[config.mk]
export PLATFORM = sky130hd
export DESIGN_NAME = rom_loader
export DESIGN_NICKNAME = d
export VERILOG_FILES = /design/src/rtl/hack_pkg.sv /design/src/rtl/rom_loader.sv
export SDC_FILE = /design/constraint.sdc
export NUM_CORES = 1
export LEC_CHECK = 0
export ABC_CLOCK_PERIOD_IN_PS = 5900
export CAP_MARGIN = 10
export CELL_PAD_IN_SITES_DETAIL_PLACEMENT = 0
export CELL_PAD_IN_SITES_GLOBAL_PLACEMENT = 2
export CORE_ASPECT_RATIO = 1.5
export CORE_UTILIZATION = 36
export DETAILED_ROUTE_END_ITERATION = 8
export PLACE_DENSITY = 0.95
export SYNTH_ARGS = -nofsm -noshare
export SYNTH_HDL_FRONTEND = slang
export SYNTH_SLANG_ARGS = --single-unit
[constraint.sdc]
create_clock -name clk -period 5.9 [get_ports clk]
set_clock_uncertainty 0.05 [all_clocks]
set_input_delay 1.77 -clock clk [delete_from_list [all_inputs] [get_ports clk]]
set_output_delay 1.77 -clock clk [all_outputs]
set_load 0.01 [all_outputs]
[src/rtl/hack_pkg.sv]
// Shared Hack platform constants and the ROM loader state encoding.
package hack_pkg;

  localparam int unsigned HACK_ADDR_WIDTH = 15;
  localparam int unsigned HACK_DATA_WIDTH = 16;

  typedef enum logic [2:0] {
    LDR_IDLE    = 3'd0,
    LDR_LOAD    = 3'd1,
    LDR_CHECK   = 3'd2,
    LDR_RELEASE = 3'd3,
    LDR_DONE    = 3'd4,
    LDR_ERROR   = 3'd5
  } ldr_state_e;

endpackage

[src/rtl/rom_loader.sv]
// Streams a program image plus trailing checksum into instruction ROM over a
// valid/ready word interface, then releases the CPU from reset.
module rom_loader
  import hack_pkg::*;
#(
  parameter int unsigned ADDR_WIDTH     = HACK_ADDR_WIDTH,
  parameter int unsigned DATA_WIDTH     = HACK_DATA_WIDTH,
  parameter int unsigned RELEASE_CYCLES = 2
) (
  input  logic                  clk,
  input  logic                  reset,
  input  logic                  start,
  input  logic [ADDR_WIDTH:0]   len,
  input  logic                  in_valid,
  input  logic [DATA_WIDTH-1:0] in_data,
  output logic                  in_ready,
  output logic                  rom_we,
  output logic [ADDR_WIDTH-1:0] rom_addr,
  output logic [DATA_WIDTH-1:0] rom_wdata,
  output logic                  cpu_reset,
  output logic                  busy,
  output logic                  done,
  output logic                  error
);

  localparam int unsigned REL_W = (RELEASE_CYCLES > 1) ? $clog2(RELEASE_CYCLES) : 1;
  localparam logic [REL_W-1:0] REL_LAST = REL_W'(RELEASE_CYCLES - 1);
  localparam logic [ADDR_WIDTH:0] CNT_ONE = (ADDR_WIDTH+1)'(1);

  ldr_state_e            state_q, state_d;
  logic [ADDR_WIDTH:0]   count_q, count_d;
  logic [ADDR_WIDTH:0]   len_q, len_d;
  logic [DATA_WIDTH-1:0] sum_q, sum_d;
  logic [REL_W-1:0]      rel_q, rel_d;
  logic                  rom_we_q, rom_we_d;
  logic [ADDR_WIDTH-1:0] rom_addr_q, rom_addr_d;
  logic [DATA_WIDTH-1:0] rom_wdata_q, rom_wdata_d;

  logic                  len_over;

  // A length above 2**ADDR_WIDTH has the top bit set plus any lower bit.
  assign len_over = len[ADDR_WIDTH] && (len[ADDR_WIDTH-1:0] != '0);

  // State register together with word count, checksum and the registered ROM port.
  always_ff @(posedge clk or negedge reset) begin
    if (!reset) begin
      state_q     <= LDR_IDLE;
      count_q     <= '0;
      len_q       <= '0;
      sum_q       <= '0;
      rel_q       <= '0;
      rom_we_q    <= 1'b0;
      rom_addr_q  <= '0;
      rom_wdata_q <= '0;
    end else begin
      state_q     <= state_d;
      count_q     <= count_d;
      len_q       <= len_d;
      sum_q       <= sum_d;
      rel_q       <= rel_d;
      rom_we_q    <= rom_we_d;
      rom_addr_q  <= rom_addr_d;
      rom_wdata_q <= rom_wdata_d;
    end
  end

  // Next-state, counters and the one-cycle-delayed ROM write.
  always_comb begin
    state_d     = state_q;
    count_d     = count_q;
    len_d       = len_q;
    sum_d       = sum_q;
    rel_d       = rel_q;
    rom_we_d    = 1'b0;
    rom_addr_d  = rom_addr_q;
    rom_wdata_d = rom_wdata_q;
    unique case (state_q)
      LDR_IDLE, LDR_DONE, LDR_ERROR: begin
        if (start) begin
          count_d = '0;
          sum_d   = '0;
          len_d   = len;
          if (len_over)        state_d = LDR_ERROR;
          else if (len == '0)  state_d = LDR_CHECK;
          else                 state_d = LDR_LOAD;
        end
      end
      LDR_LOAD: begin
        if (in_valid) begin
          rom_we_d    = 1'b1;
          rom_addr_d  = count_q[ADDR_WIDTH-1:0];
          rom_wdata_d = in_data;
          count_d     = count_q + CNT_ONE;
          sum_d       = sum_q + in_data;
          if (count_d == len_q) state_d = LDR_CHECK;
        end
      end
      LDR_CHECK: begin
        if (in_valid) begin
          if (in_data == sum_q) begin
            state_d = LDR_RELEASE;
            rel_d   = '0;
          end else begin
            state_d = LDR_ERROR;
          end
        end
      end
      LDR_RELEASE: begin
        if (rel_q == REL_LAST) state_d = LDR_DONE;
        else                   rel_d   = rel_q + 1'b1;
      end
      default: state_d = LDR_IDLE;
    endcase
  end

  // Status outputs decoded from the current state.
  always_comb begin
    in_ready  = 1'b0;
    busy      = 1'b0;
    done      = 1'b0;
    error     = 1'b0;
    cpu_reset = 1'b1;
    unique case (state_q)
      LDR_LOAD, LDR_CHECK: begin
        in_ready = 1'b1;
        busy     = 1'b1;
      end
      LDR_RELEASE: busy = 1'b1;
      LDR_DONE: begin
        done      = 1'b1;
        cpu_reset = 1'b0;
      end
      LDR_ERROR: error = 1'b1;
      default: ;
    endcase
  end

  assign rom_we    = rom_we_q;
  assign rom_addr  = rom_addr_q;
  assign rom_wdata = rom_wdata_q;

endmodule

==> summary.txt <==
Yosys
  – Synth Flop Type: dfrtp_1
  – Post-synth EDFFs: 0
  – Synth cell types: 61
  – Mapped cell area: 4780 um^2
  – FFs w/ async S/R, synth: 100%
  – Area share of the largest cell type after synthesis: about 44%
  – Synth area leaders: dfrtp_1, nand2_1, o21ai_0
  – Syn Inst Count: ~530
  – Syn_nets: 578
  – Yosys warns: 0
  – Syn Area/Cell: 9.10 um^2
  – Seq/Total Area, Yosys: 44.0%
  – Register bit total from synthesis: 84
  – Leading area contributor after synthesis: dfrtp_1

Finish
  – Sequential cell area: 2100 um^2
  – Nets: 636
  – Layout Utilization: 45.3%
  – Multi-input logic area: 2490 um^2
  – Most common cell after layout, fill and taps aside: nand2_1
  – Diode count: 0
  – Fraction of layout cells with a size suffix above 1: 7.82%
  – P&R area growth vs syn: 22.9%
  – Fillcell total: 1274
  – Commonest cells after routing, fill and taps aside: nand2_1, dfrtp_1, clkdlybuf4s50_1, o21ai_0, nor2_1

Clock network
  – Worst-Skew Late Latency: roughly 0.34 ns
  – Post-CTS Repair Setup Buffers: 0
  – Clock buffer count from CTS: 9
  – Hold buffer count at cts: 0
  – Clock transition at path regs: 0.06 ns
  – TritonCTS Sinks: 84
  – H-tree depth: 3
  – CTS tree: done
  – CTS max path bufs: 2
  – Clock Tree Root: clkbuf_16
  – CTS resizes: 0

Timing
  – Fin crit share: about three quarters
  – Worst slew pin tran: 1.08 ns
  – Final Hold Violating Endpoints: 0
  – Fin Setup TNS: 0 ns
  – Final setup fails: 0
  – Final worst slack: 1.41 ns
  – Pins Over Slew Limit: 0
  – Min Tclk post-route: 4.49 ns
  – Highest Clock Rate: about 220 MHz
  – RSZ-0062 raised after global routing: no
  – Relative slew margins: 28.1%

GRT
  – GR Layer Usage met1: around a fifth
  – Total track usage: 18.0%
  – Largest net degree at the start of global routing: 85
  – Busiest grt layer: met2
  – Global route total overflow: 0
  – Met2 Resource Use GR: 31.9%
  – Vias in the first global route: 3915
  – Met3 usage: 2.77%
  – Initial antenna violation count: 0
  – First-pass GRT wire length: 19.0 mm

Placed design
  – IO buf count: 72
  – Placer Congestion: 0.845
  – Dpl ws: roughly 1.1 ns
  – Post-DP HPWL: ~7.9 mm

Die
  – Floorplan row count: 51
  – Die area: around 14000 um^2
  – Placeable Area: between 10000 and 15000 um^2
  – Die width: 96.1 um
  – Chip height: about 140 um
  – Effective utilization at floorplan: 36.9%
  – IO Pins: 73

Route
  – Drt total wl: 11.3 mm
  – DRT iter0 DRCs: 155
  – Via count: about 3900
  – # DRC: 0
  – Post-DR wirelength/cell: 15.1 um
  – Number of iterations in the first detailed-routing pass: 4
  – Drt via density: 5.27
  – Antenna Nets Post-Route: 0

Critical path
  – Delay of the slowest critical-path stage: 0.44 ns
  – CP max FO: 3
  – Startpoint type of the worst setup path: input port
  – Critical Path, Cell by Cell: clkdlybuf4s50_1 -> ha_1 -> fa_1 -> a211oi_1 -> o21ai_0 -> a2111oi_2 -> o31ai_1 -> o41ai_1 -> xor2_1 -> o21ai_0
  – Crit end category: register
  – Slowest CP cell: fa_1
  – Critical Path AT: 4.63 ns
  – Crit path required time: 6.04 ns
  – Crit path kind: input port to register
  – CP most frequent cell: o21ai_0

Flow run
  – Max-cap check violation count: 0

Run status
  – Status: finished, final reports clean

Power
  – Pleak: 2.62 nW
  – Cell Pwr Density: 447 nW/um^2
  – Worst VDD drop: roughly 0.15 mV

Min path
  – Hold Crit Class: register to register
cell usage after synthesis (2+ instances only):
cell	instances
a21o_1	5
a211oi_1	6
a21oi_1	25
o21bai_1	3
nor3b_1	3
clkbuf_1	17
or4_1	2
dfrtp_1	84
nor2b_1	2
nand2_1	130
a22o_1	4
a211o_1	2
o31ai_1	8
clkbuf_8	3
o21ai_0	41
o41ai_1	4
inv_1	5
ha_1	16
and3_1	7
nor2_1	26
a31oi_1	4
nor4_1	9
nand4_1	2
mux2_2	16
nand2b_1	8
buf_6	4
mux2i_1	5
nand3_1	10
xnor2_1	19
xor2_1	15
nor3_1	10
stage by stage:
stage               area, um^2  cells  power, mW  hold slack, ns
floorplan                 4780    525       1.66           0.397
global placement          5550    731       2.00           0.408
detailed placement        5550    731       2.03           0.412
CTS                       5870    747       2.66           0.428
global route              5870    747       2.83           0.445
finish                    5870    747       2.62           0.422
sequential cells by signal (all words and copies together) (netlist names):
name / cells
count_q: 16
len_q: 16
rom_wdata: 16
sum_q: 16
rom_addr: 15
state_q: 3
rel_q: 1
rom_we: 1
cell type report:
| cell class | count | share of cell area [%] |
|---|---|---|
| Multi-Input combinational cell | 408 | 42.4 |
| Sequential cell | 84 | 35.8 |
| Timing Repair Buffer | 74 | 12.5 |
| Clock buffer | 10 | 4.07 |
| Tap cell | 159 | 3.39 |
| Clock inverter | 6 | 1.49 |
| Inverter | 6 | 0.384 |
critical path: cells and delay by family:
kind                     cells  cell delay [ns]
AO/OA/AOI/OAI                6             1.56
buffers and inverters        1             0.43
XOR/XNOR                     1             0.17
adder cells (fa/ha/maj)      2             0.69
routing by layer:
metal  vias to the layer above  wire length, um
li1                       1958                -
met1                      1887             4710
met2                        66             5960
met3                        22              288
met4                         0              312
met5                         -                0
cell families after synthesis:
logic type               share of synthesized area (%)
AND/OR/NAND/NOR                                   21.0
XOR/XNOR                                          6.23
AO/OA/AOI/OAI                                     15.4
multiplexers                                      4.82
flip-flops                                        44.0
adder cells (fa/ha/maj)                           4.61
buffers and inverters                             3.95
where the power goes:
group,total (mW),switching (mW),internal (mW)
Clock,0.614,0.233,0.381
Combinational,1.12,0.589,0.532
Sequential,0.890,0.137,0.753
path summary, 6_finish.rpt:
check,start,slack (ns),depth (start not counted),endpoint
max,in_data[0],1.41,10,sum_q[14]
min,rom_wdata[12],0.42,2,rom_wdata[12]
max reg2reg,sum_q[0],2.92,9,sum_q[14]
min reg2reg,rom_wdata[12],0.42,2,rom_wdata[12]
max in group asynchronous,reset,3.52,1,sum_q[10]
min in group asynchronous,reset,1.59,1,count_q[14]
Power figures use the tool's default switching activity.
